`config.mk`:
```
export PLATFORM = sky130hd
export DESIGN_NAME = digit_pixel_renderer_flat
export DESIGN_NICKNAME = d
export VERILOG_FILES = /design/src/rtl/hud_pkg.sv /design/src/rtl/digit_pixel_renderer_if.sv /design/src/rtl/digit_glyph_rom.sv /design/src/rtl/digit_pixel_renderer.sv /design/src/flat_wrapper.sv
export SDC_FILE = /design/constraint.sdc
export NUM_CORES = 1
export LEC_CHECK = 0
export BUFFER_PORTS_ARGS = -buffer_cell sky130_fd_sc_hd__clkbuf_2
export CAP_MARGIN = 40
export CORE_MARGIN = 2
export CORE_UTILIZATION = 53
export CTS_BUF_LIST = sky130_fd_sc_hd__clkbuf_4 sky130_fd_sc_hd__clkbuf_8
export DETAILED_ROUTE_END_ITERATION = 7
export HOLD_SLACK_MARGIN = 0.05
export PLACE_DENSITY = 0.82
export SYNTH_ARGS = -nofsm -noshare
export SYNTH_HDL_FRONTEND = slang
export SYNTH_SLANG_ARGS = --single-unit
```
`constraint.sdc`:
```
create_clock -name clock_25 -period 4.03 [get_ports clock_25]
set_input_delay 0.6045 -clock clock_25 [delete_from_list [all_inputs] [get_ports clock_25]]
set_output_delay 0.6045 -clock clock_25 [all_outputs]
set_load 0.02 [all_outputs]
```
`src/rtl/hud_pkg.sv`:
```
// Shared HUD definitions: glyph geometry, seven-segment masks,
// the digit-to-segment table and the default HUD colours.
package hud_pkg;

    localparam int GLYPH_W      = 10;
    localparam int GLYPH_H      = 10;
    localparam int GLYPH_PIXELS = GLYPH_W * GLYPH_H;

    localparam int               HUD_COLOR_BITS = 12;
    localparam logic [11:0]      HUD_FG_COLOR   = 12'hFFF;
    localparam logic [11:0]      HUD_BG_COLOR   = 12'h000;

    // One bit per segment, bit order {g,f,e,d,c,b,a}
    typedef logic [6:0] seg_mask_t;

    localparam seg_mask_t SEG_A = 7'b000_0001;
    localparam seg_mask_t SEG_B = 7'b000_0010;
    localparam seg_mask_t SEG_C = 7'b000_0100;
    localparam seg_mask_t SEG_D = 7'b000_1000;
    localparam seg_mask_t SEG_E = 7'b001_0000;
    localparam seg_mask_t SEG_F = 7'b010_0000;
    localparam seg_mask_t SEG_G = 7'b100_0000;

    localparam seg_mask_t DIGIT_SEGS [10] = '{
        SEG_A | SEG_B | SEG_C | SEG_D | SEG_E | SEG_F,          // 0
        SEG_B | SEG_C,                                          // 1
        SEG_A | SEG_B | SEG_D | SEG_E | SEG_G,                  // 2
        SEG_A | SEG_B | SEG_C | SEG_D | SEG_G,                  // 3
        SEG_B | SEG_C | SEG_F | SEG_G,                          // 4
        SEG_A | SEG_C | SEG_D | SEG_F | SEG_G,                  // 5
        SEG_A | SEG_C | SEG_D | SEG_E | SEG_F | SEG_G,          // 6
        SEG_A | SEG_B | SEG_C,                                  // 7
        SEG_A | SEG_B | SEG_C | SEG_D | SEG_E | SEG_F | SEG_G,  // 8
        SEG_A | SEG_B | SEG_C | SEG_D | SEG_F | SEG_G           // 9
    };

    // First pipeline stage payload: selected digit cell pixel
    typedef struct packed {
        logic       valid;
        logic [3:0] digit;
        logic [7:0] index;
    } stage1_t;

    // Segments lit for a digit value; values 10..15 render blank
    function automatic seg_mask_t digit_segments(input logic [3:0] digit);
        if (digit < 4'd10) begin
            return DIGIT_SEGS[digit];
        end
        return '0;
    endfunction

endpackage

```
`src/rtl/digit_pixel_renderer_if.sv`:
```
// Bus between the HUD time/score controllers and the pixel renderer.
interface digit_pixel_renderer_if #(
    parameter int COLOR_BITS = 12
);
    logic                  en_time;
    logic [3:0]            selected_time_number;
    logic [7:0]            time_count;
    logic                  en_score;
    logic [3:0]            selected_score_number;
    logic [7:0]            score_count;
    logic                  pixel_valid;
    logic                  pixel_on;
    logic [COLOR_BITS-1:0] rgb;
    logic                  overlap_err;

    modport master (
        output en_time, selected_time_number, time_count,
        output en_score, selected_score_number, score_count,
        input  pixel_valid, pixel_on, rgb, overlap_err
    );

    modport slave (
        input  en_time, selected_time_number, time_count,
        input  en_score, selected_score_number, score_count,
        output pixel_valid, pixel_on, rgb, overlap_err
    );
endinterface

```
`src/rtl/digit_glyph_rom.sv`:
```
// Combinational 10x10 seven-segment glyph: (digit, pixel index) -> lit bit.
// The index is split into row/col with a threshold compare chain rather
// than a divider, then each pixel is mapped to the segment it belongs to.
module digit_glyph_rom
    import hud_pkg::*;
(
    input  logic [3:0] digit,
    input  logic [7:0] index,
    output logic       pixel_bit
);

    logic [3:0] row;
    logic [3:0] col;
    logic       in_range;
    logic       mid_col;
    logic       upper_rows;
    logic       lower_rows;
    seg_mask_t  pixel_segs;

    // Decode index into row/col and find which segment covers this pixel
    always_comb begin
        row = '0;
        for (int r = 1; r < GLYPH_H; r++) begin
            if (index >= 8'(r * GLYPH_W)) begin
                row = 4'(r);
            end
        end
        col        = 4'(index - 8'(int'(row) * GLYPH_W));
        in_range   = (index < 8'(GLYPH_PIXELS));
        mid_col    = (col >= 4'd1) && (col <= 4'(GLYPH_W - 2));
        upper_rows = (row >= 4'd1) && (row <= 4'd3);
        lower_rows = (row >= 4'd5) && (row <= 4'(GLYPH_H - 2));

        pixel_segs = '0;
        if (row == 4'd0 && mid_col)                    pixel_segs = SEG_A;
        if (row == 4'd4 && mid_col)                    pixel_segs = SEG_G;
        if (row == 4'(GLYPH_H - 1) && mid_col)         pixel_segs = SEG_D;
        if (col == 4'(GLYPH_W - 1) && upper_rows)      pixel_segs = SEG_B;
        if (col == 4'(GLYPH_W - 1) && lower_rows)      pixel_segs = SEG_C;
        if (col == 4'd0 && upper_rows)                 pixel_segs = SEG_F;
        if (col == 4'd0 && lower_rows)                 pixel_segs = SEG_E;

        pixel_bit = in_range && |(pixel_segs & digit_segments(digit));
    end

endmodule

```
`src/rtl/digit_pixel_renderer.sv`:
```
// HUD digit renderer: selects the active time/score digit cell, looks up
// the glyph pixel and produces a registered colour two clocks later.
module digit_pixel_renderer
    import hud_pkg::*;
#(
    parameter int                    COLOR_BITS = HUD_COLOR_BITS,
    parameter logic [COLOR_BITS-1:0] FG_COLOR   = COLOR_BITS'(HUD_FG_COLOR),
    parameter logic [COLOR_BITS-1:0] BG_COLOR   = COLOR_BITS'(HUD_BG_COLOR)
) (
    input  logic                    clock_25,
    input  logic                    reset,
    input  logic                    sync_reset,
    digit_pixel_renderer_if.slave   hud
);

    stage1_t               stage1_d;
    stage1_t               stage1_q;
    logic                  glyph_bit;
    logic                  pixel_valid_q;
    logic                  pixel_on_q;
    logic [COLOR_BITS-1:0] rgb_q;
    logic                  overlap_q;

    digit_glyph_rom u_glyph_rom (
        .digit     (stage1_q.digit),
        .index     (stage1_q.index),
        .pixel_bit (glyph_bit)
    );

    // Source select: time cell has priority over score cell
    always_comb begin
        stage1_d = '0;
        if (hud.en_time) begin
            stage1_d.valid = 1'b1;
            stage1_d.digit = hud.selected_time_number;
            stage1_d.index = hud.time_count;
        end else if (hud.en_score) begin
            stage1_d.valid = 1'b1;
            stage1_d.digit = hud.selected_score_number;
            stage1_d.index = hud.score_count;
        end
    end

    // Stage 1 register plus the sticky overlap flag
    always_ff @(posedge clock_25 or negedge reset) begin
        if (!reset) begin
            stage1_q  <= '0;
            overlap_q <= 1'b0;
        end else if (sync_reset) begin
            stage1_q  <= '0;
            overlap_q <= 1'b0;
        end else begin
            stage1_q  <= stage1_d;
            overlap_q <= overlap_q | (hud.en_time & hud.en_score);
        end
    end

    // Stage 2: glyph bit to registered pixel flags and colour
    always_ff @(posedge clock_25 or negedge reset) begin
        if (!reset) begin
            pixel_valid_q <= 1'b0;
            pixel_on_q    <= 1'b0;
            rgb_q         <= '0;
        end else if (sync_reset) begin
            pixel_valid_q <= 1'b0;
            pixel_on_q    <= 1'b0;
            rgb_q         <= '0;
        end else begin
            pixel_valid_q <= stage1_q.valid;
            pixel_on_q    <= stage1_q.valid & glyph_bit;
            if (!stage1_q.valid) begin
                rgb_q <= '0;
            end else if (glyph_bit) begin
                rgb_q <= FG_COLOR;
            end else begin
                rgb_q <= BG_COLOR;
            end
        end
    end

    assign hud.pixel_valid = pixel_valid_q;
    assign hud.pixel_on    = pixel_on_q;
    assign hud.rgb         = rgb_q;
    assign hud.overlap_err = overlap_q;

endmodule

```
`src/flat_wrapper.sv`:
```
// flat-port wrapper written by rule: the top's interface ports become plain ports
module digit_pixel_renderer_flat import hud_pkg::*;
#(
    parameter int                    COLOR_BITS = HUD_COLOR_BITS,
    parameter logic [COLOR_BITS-1:0] FG_COLOR   = COLOR_BITS'(HUD_FG_COLOR),
    parameter logic [COLOR_BITS-1:0] BG_COLOR   = COLOR_BITS'(HUD_BG_COLOR)
)
  (clock_25, reset, sync_reset, hud_en_time, hud_selected_time_number, hud_time_count, hud_en_score, hud_selected_score_number, hud_score_count, hud_pixel_valid, hud_pixel_on, hud_rgb, hud_overlap_err);
  digit_pixel_renderer_if #(.COLOR_BITS(COLOR_BITS)) hud_i ();
  input  logic clock_25;
  input  logic reset;
  input  logic sync_reset;
  input wire logic [$bits(hud_i.en_time)-1:0] hud_en_time;
  input wire logic [$bits(hud_i.selected_time_number)-1:0] hud_selected_time_number;
  input wire logic [$bits(hud_i.time_count)-1:0] hud_time_count;
  input wire logic [$bits(hud_i.en_score)-1:0] hud_en_score;
  input wire logic [$bits(hud_i.selected_score_number)-1:0] hud_selected_score_number;
  input wire logic [$bits(hud_i.score_count)-1:0] hud_score_count;
  output wire logic [$bits(hud_i.pixel_valid)-1:0] hud_pixel_valid;
  output wire logic [$bits(hud_i.pixel_on)-1:0] hud_pixel_on;
  output wire logic [$bits(hud_i.rgb)-1:0] hud_rgb;
  output wire logic [$bits(hud_i.overlap_err)-1:0] hud_overlap_err;
  assign hud_i.en_time = hud_en_time;
  assign hud_i.selected_time_number = hud_selected_time_number;
  assign hud_i.time_count = hud_time_count;
  assign hud_i.en_score = hud_en_score;
  assign hud_i.selected_score_number = hud_selected_score_number;
  assign hud_i.score_count = hud_score_count;
  assign hud_pixel_valid = hud_i.pixel_valid;
  assign hud_pixel_on = hud_i.pixel_on;
  assign hud_rgb = hud_i.rgb;
  assign hud_overlap_err = hud_i.overlap_err;
  digit_pixel_renderer #(.COLOR_BITS(COLOR_BITS), .FG_COLOR(FG_COLOR), .BG_COLOR(BG_COLOR)) u_core (.clock_25(clock_25), .reset(reset), .sync_reset(sync_reset), .hud(hud_i));
endmodule
```
==> summary.txt, run 1 <==
Net Sw Power: 0.160 mW
final std cells w/o fill: 219
Post-Syn Area per Cell: 8.71 um^2
P_int: 0.296 mW
cell area after synthesis: 1420 um^2
Critical Path AT: 3.36 ns
post-synthesis xor/xnor area fraction: 2.56%
main combinational cell family by area after synthesis: simple AND/OR/NAND/NOR gates
via count: 1263
DRC errors left: 0
YS warnings: 0
commonest non-fill, non-tap cell in the layout: clkbuf_2
global placer's final weighted congestion: 0.819
fmax: 0.319 GHz
WL final: 2800 um
crit path from: u_core.stage1_q[3]$_DFF_PN0_
Die H: 55.8 um
die area: 3110 um^2
sw frac: 35.0%
EDFF count, synth: 0
post-route worst setup slack: 0.898 ns
Synth Flop Type: dfrtp_1
status: finished clean
#FFs+latches synth: 16
num ports: 44
DRT antenna net count: 0
Total Nets Final: 227
PortBufs: 43
critical path capture point type: flip-flop
largest net degree at the start of global routing: 17
share of cells above drive strength 1: 30.7%
Final min period: 3.13 ns
Critical Path RT: 4.26 ns
Area Growth Syn to Fin: 9.34%
Setup violations, final: 0
DRT Pass-1 Iters: 4
Max Clock Skew: 0.00590 ns
Post-DP HPWL: 2260 um
Root Buffer: clkbuf_4
r2r startpoint: u_core.stage1_q[3]$_DFF_PN0_
Rows: 18
setup tns final: 0 ns
Congestion Overflow GR: 0
Synth Instances: 163
RSZ-0062 raised after global routing: false
Sink Count: 16
WL/cell: 12.8 um
Die X: 55.8 um
Post-Synth Simple-Gate Area: 24.3%
via density per instance: 5.77
Gate power share: 36.0%
Starting Density: 56.8%
CP Max Fanout: 14
fin crit share: 77.7%
gr usage total: 19.1%
Hold WC Path Type: primary input to asynchronous set/reset pin
register area share after synthesis: 28.2%
initial DRC count: 43
Worst-Margin Slew: 0.655 ns
H-tree depth: 1
Compound-Gate Fraction of Synth Area: 23.8%
post-synthesis adder-cell area fraction: 7.58%
Fin. Hold Viols: 0
wire length of the first global-routing pass: 4840 um
total CTS buffers: 3
proportion of synthesized area in mux cells: 0.705%
Inst Count DP: 215
post_cts resized: 0
clk slew on worst S/H paths: 0.09 ns
maxcap violations: 0
Sequential Power Share: 41.2%
initial antenna violation count: 0
clk_lat worst skew: 0.28 ns
Synthesized Nets: 200
startpoint types: flip-flop
CTS tree: done
maximum VDD drop: 224 uV
Leak: 0.724 nW
CTS Buffer Depth: 2
Slew headroom: 56.2%
core area: 2500 um^2
Yosys cell types: 48
critical path class: flip-flop to flip-flop
commonest cells after routing, fill and taps aside: clkbuf_2 (43), nor2_1 (25), dfrtp_1 (16)
Post-CTS Setup Inserts: 0
PD cells: 294 nW/um^2
Place WS: 0.920 ns
Post-CTS Hold Buffers: 0
max-slew violations: 0
Pwr Total: 0.456 mW
diode count: 0
Hold WS: 0.218 ns
number of global-route vias before repair: 1155
Async S/R FF share, synth: 100%
clock share of power: 22.7%
## power by group through the flow
stage | logic (mW) | registers, mW | clock network [mW]
after floorplan | 0.139 | 0.183 | 0
after global placement | 0.157 | 0.190 | 0
after detailed placement | 0.164 | 0.190 | 0
after CTS | 0.165 | 0.187 | 0.104
after global routing | 0.181 | 0.190 | 0.110
final | 0.164 | 0.188 | 0.104
## routing by layer
layer / GRT usage [%] / share of wire [%] / up-vias
met4: 8.01 / 1.3 / 0
met3: 1.63 / 7.2 / 4
li1: - / - / 617
met1: 22.8 / 40 / 582
met5: 0 / 0 / -
met2: 34.7 / 51 / 60
## stage by stage
stage	util, %	cell area [um^2]
after CTS	62.1	1550
after global routing	62.1	1550
after detailed placement	60.7	1520
after global placement	60.7	1520
final	62.1	1550
after floorplan	-	1420
## cells in the mapped netlist (2+ instances only)
cell type	number	area, um^2
inv_1	6	22.5
nor2_1	25	93.8
nor2b_1	6	37.5
dfrtp_1	16	400
a22oi_1	13	97.6
o21a_1	4	30.0
or3_1	3	18.8
nand3b_1	2	15.0
a21oi_1	7	35.0
o21ai_0	6	30.0
buf_6	2	22.5
nand2b_1	2	12.5
o211ai_1	2	15.0
nor3_1	4	20.0
buf_4	14	105
ha_1	7	87.6
nand2_1	6	22.5
nor3b_1	3	22.5
nand3_1	3	15.0
clkbuf_1	4	15.0
## flip-flops by register name (all words and copies together), names as in the netlist
| signal | count |
|---|---|
| u_core.hud.pixel_valid | 1 |
| u_core.hud.overlap_err | 1 |
| u_core.hud.rgb | 1 |
| u_core.stage1_q | 13 |
## final timing paths
| check | to | slack (ns) | depth (start not counted) |
|---|---|---|---|
| worst max-delay path | u_core.hud.rgb[10]$_DFF_PN0_ | 0.90 | 10 |
| worst min-delay path | u_core.hud.pixel_valid$_DFF_PN0_ | 0.22 | 1 |
| worst max register to register | u_core.hud.rgb[10]$_DFF_PN0_ | 0.90 | 10 |
| worst min register to register | u_core.hud.overlap_err$_DFF_PN0_ | 0.52 | 2 |
| max in group asynchronous | u_core.stage1_q[7]$_DFF_PN0_ | 3.54 | 1 |
| min in group clock_25 | u_core.hud.overlap_err$_DFF_PN0_ | 0.52 | 2 |
## kinds of logic after synthesis
group / Yosys count
compound gates: 46
flops: 16
xor+xnor: 2
simple gates: 62
mux: 1
buf+inv: 28
fa+ha+maj: 8
## area by class of cell
class,count,area (um^2)
Sequential cell,16,400
Clock buffer,4,36.3
Inverter,7,26.3
Timing Repair Buffer,43,215
Tap cell,30,37.5
Fill cell,210,947
Multi-Input combinational cell,119,837
## critical path, stage by stage, from the launching register on
cell,delay (ns)
dfrtp_1,0.53
or3_1,0.40
a41oi_1,0.36
a21oi_4,0.13
ha_1,0.21
fa_1,0.52
nand2_1,0.08
nor2_1,0.17
o21bai_1,0.08
a221oi_1,0.35
o2111a_1,0.24
No activity file was read; power rests on OpenSTA's default activity.
==> run 2, diff against run 1 <==
ABC_AREA = 1   (was not set)
CORE_UTILIZATION = 52   (was 53)
clock period = 2.95 ns   (was 4.03 ns; I/O delays follow)
==> summary.txt, run 2 <==
status: finished clean
Synth area leaders: dfrtp_1 (30%), nand2_1 (13%), a21oi_1 (7.9%)
num ports: 44 (unchanged)
Synthesized Nets: 228 (+14%)
core area: 2430 um^2 (-2.7%)
Net Sw Power: 0.260 mW (+63%)
fmax: 0.343 GHz (+7.3%)
initial antenna violation count: 0 (unchanged)
largest area contributor in the netlist: dfrtp_1
WL final: 2860 um (+2.1%)
flop2flop setup slack: 0.03 ns (-0.87 ns)
top post-synthesis cells by count: nand2_1 (46), a21oi_1 (21), inv_1 (21), nor2_1 (21), dfrtp_1 (16)
RR Endpoint: u_core.hud.rgb[10]$_DFF_PN0_
Total Nets Final: 273 (+20%)
YS warnings: 0 (unchanged)
Area Growth Syn to Fin: 25.1%
Die X: 54.4 um (-2.4%)
PortBufs: 43 (unchanged)
Top reg by flops: u_core.stage1_q
Post-Syn Area per Cell: 6.92 um^2 (-21%)
fin crit share: 98.9% (+21 points)
share of cells above drive strength 1: 38.3% (+7.6 points)
CTS tree: done
r2r startpoint: u_core.stage1_q[4]$_DFF_PN0_
maxcap violations: 0 (unchanged)
area share of the largest cell type after synthesis: 30.3% (+2.1 points)
Leak: 0.915 nW (+26%)
initial DRC count: 15 (-65%)
max-slew violations: 0 (unchanged)
Critical Path RT: 3.13 ns (-1.13 ns)
register area share after synthesis: 30.3% (+2.1 points)
maximum VDD drop: 314 uV (+40%)
Congestion Overflow GR: 0 (unchanged)
RSZ-0062 raised after global routing: true
clk slew on worst S/H paths: 0.10 ns (about the same)
Fin. Hold Viols: 0 (unchanged)
Sequential Power Share: 35.4% (-5.8 points)
DRC errors left: 0 (unchanged)
Post-DP HPWL: 2140 um (-5.3%)
EDFF count, synth: 0 (unchanged)
Synth Instances: 191 (+17%)
critical path capture point type: flip-flop
clock share of power: 21.0% (-1.7 points)
Final Instance Area: 1650 um^2 (+6.5%)
global placer's final weighted congestion: 0.923 (+13%)
number of global-route vias before repair: 1097 (-5.0%)
Sink Count: 16 (unchanged)
max reg flops: 13 (unchanged)
H-tree depth: 1 (unchanged)
Post-CTS Hold Buffers: 0 (unchanged)
top-count cell post-synth: nand2_1
PD cells: 418 nW/um^2 (+42%)
startpoint types: flip-flop
via density per instance: 4.90 (-15%)
final core occ: 68.0% (+5.9 points)
WL/cell: 10.8 um (-16%)
Placed Instance Area: 1510 um^2 (-0.33%)
commonest cells after routing, fill and taps aside: nand2_1 (45), clkbuf_2 (43), a21oi_1 (20)
Worst-Margin Slew: 0.793 ns (+0.138 ns)
#FFs+latches synth: 16 (unchanged)
Reg2Reg Depth: 24 (+14)
cell area after synthesis: 1320 um^2 (-6.9%)
gr usage total: 20.7% (+1.6 points)
total CTS buffers: 3 (unchanged)
Yosys cell types: 27 (-44%)
P_int: 0.431 mW (+46%)
commonest non-fill, non-tap cell in the layout: nand2_1
DRT Pass-1 Iters: 4 (unchanged)
diode count: 0 (unchanged)
largest net degree at the start of global routing: 17 (unchanged)
Final min period: 2.92 ns (-0.213 ns)
Async S/R FF share, synth: 100% (unchanged)
Gate power share: 43.6% (+7.6 points)
CP Max Fanout: 5 (-9)
clk_lat worst skew: 0.28 ns (about the same)
die area: 2960 um^2 (-4.7%)
Hold WC Path Type: primary input to asynchronous set/reset pin
CTS Buffer Depth: 2 (unchanged)
Root Buffer: clkbuf_4
via count: 1298 (+2.8%)
Starting Density: 54.4% (-2.4 points)
DRT antenna net count: 0 (unchanged)
critical path class: flip-flop to flip-flop
Synth Flop Type: dfrtp_1
Die H: 54.4 um (-2.4%)
Rows: 18 (unchanged)
Hold WS: 0.0671 ns (-0.151 ns)
Critical Path AT: 3.10 ns (-0.26 ns)
sw frac: 37.6% (+2.6 points)
Setup violations, final: 0 (unchanged)
Slew headroom: 46.9% (-9.3 points)
Max Clock Skew: 0.00226 ns (-0.00364 ns)
wire length of the first global-routing pass: 4420 um (-8.6%)
-- run 2: critical path, stage by stage, from the launching register on --
cell,delay (ns)
dfrtp_2,0.45
inv_2,0.09
nand2_2,0.08
nor2_4,0.11
nand2_1,0.05
nand2_1,0.08
nand2_2,0.04
nand2_1,0.05
nand2_1,0.04
nand2_1,0.06
nand2_2,0.06
nand2_2,0.09
inv_2,0.04
ha_4,0.15
fa_2,0.40
xnor2_2,0.21
xor2_2,0.17
buf_4,0.14
nand2_4,0.05
nand2_2,0.07
nand3_2,0.07
nor2_1,0.12
nor2_2,0.06
o21ai_2,0.06
a21oi_2,0.07
-- run 2: routing by layer --
layer	part of all wire, %	track usage [%]	up-vias	wire (um)
met1	45	27.0	584	1300
met3	3.3	3.83	4	93
li1	-	-	684	-
met2	50	33.5	26	1440
met4	1.3	8.33	0	36
met5	0	0	-	0
-- run 2: power by group through the flow --
stage                     Combinational, mW  Sequential, mW  Clock, mW
after floorplan                       0.193           0.250          0
after global placement                0.250           0.248          0
after detailed placement              0.255           0.249          0
after CTS                             0.262           0.244      0.148
after global routing                  0.338           0.247      0.161
final                                 0.302           0.244      0.145
-- run 2: timing repair --
| item | 4_1_cts | 5_1_grt |
|---|---|---|
| gates resized for setup | 2 | 14 |
| pin swaps | 0 | 17 |
| setup endpoints to repair | 1 | 1 |
| buffers inserted | 0 | 7 |
| endpoints found under the hold margin | 0 | 0 |
-- run 2: cell type report --
class / instances / area, um^2
Clock buffer: 4 / 36.3
Fill cell: 224 / 778
Inverter: 24 / 90.1
Multi-Input combinational cell: 136 / 783
Sequential cell: 16 / 402
Tap cell: 30 / 37.5
Timing Repair Buffer: 55 / 305
-- run 2: stage by stage --
step / setup slack (ns) / TNS (ns) / power (mW) / std cells
after detailed placement: -0.0188 / -0.0188 / 0.503 / 254
after global placement: 0.0763 / 0 / 0.498 / 254
final: 0.0311 / 0 / 0.691 / 265
after floorplan: 0.176 / 0 / 0.444 / 191
after global routing: -0.197 / -0.197 / 0.746 / 265
after CTS: 0.0413 / 0 / 0.654 / 258
-- run 2: cells by family after synthesis --
family,count (synthesis),share of synthesized area [%]
xor+xnor,2,1.89
simple gates,90,30.7
buf+inv,39,14.5
fa+ha+maj,8,8.14
compound gates,36,14.6
flops,16,30.3
-- run 2: worst max-delay path by stage --
stage | from | to | depth (start not counted)
2_1_floorplan | u_core.stage1_q[7]$_DFF_PN0_ | u_core.hud.rgb[10]$_DFF_PN0_ | 22
3_3_place_gp | u_core.stage1_q[7]$_DFF_PN0_ | u_core.hud.rgb[10]$_DFF_PN0_ | 22
3_5_place_dp | u_core.stage1_q[7]$_DFF_PN0_ | u_core.hud.rgb[10]$_DFF_PN0_ | 22
4_1_cts | u_core.stage1_q[7]$_DFF_PN0_ | u_core.hud.rgb[10]$_DFF_PN0_ | 24
5_1_grt | u_core.stage1_q[4]$_DFF_PN0_ | u_core.hud.rgb[10]$_DFF_PN0_ | 23
6_report | u_core.stage1_q[4]$_DFF_PN0_ | u_core.hud.rgb[10]$_DFF_PN0_ | 24
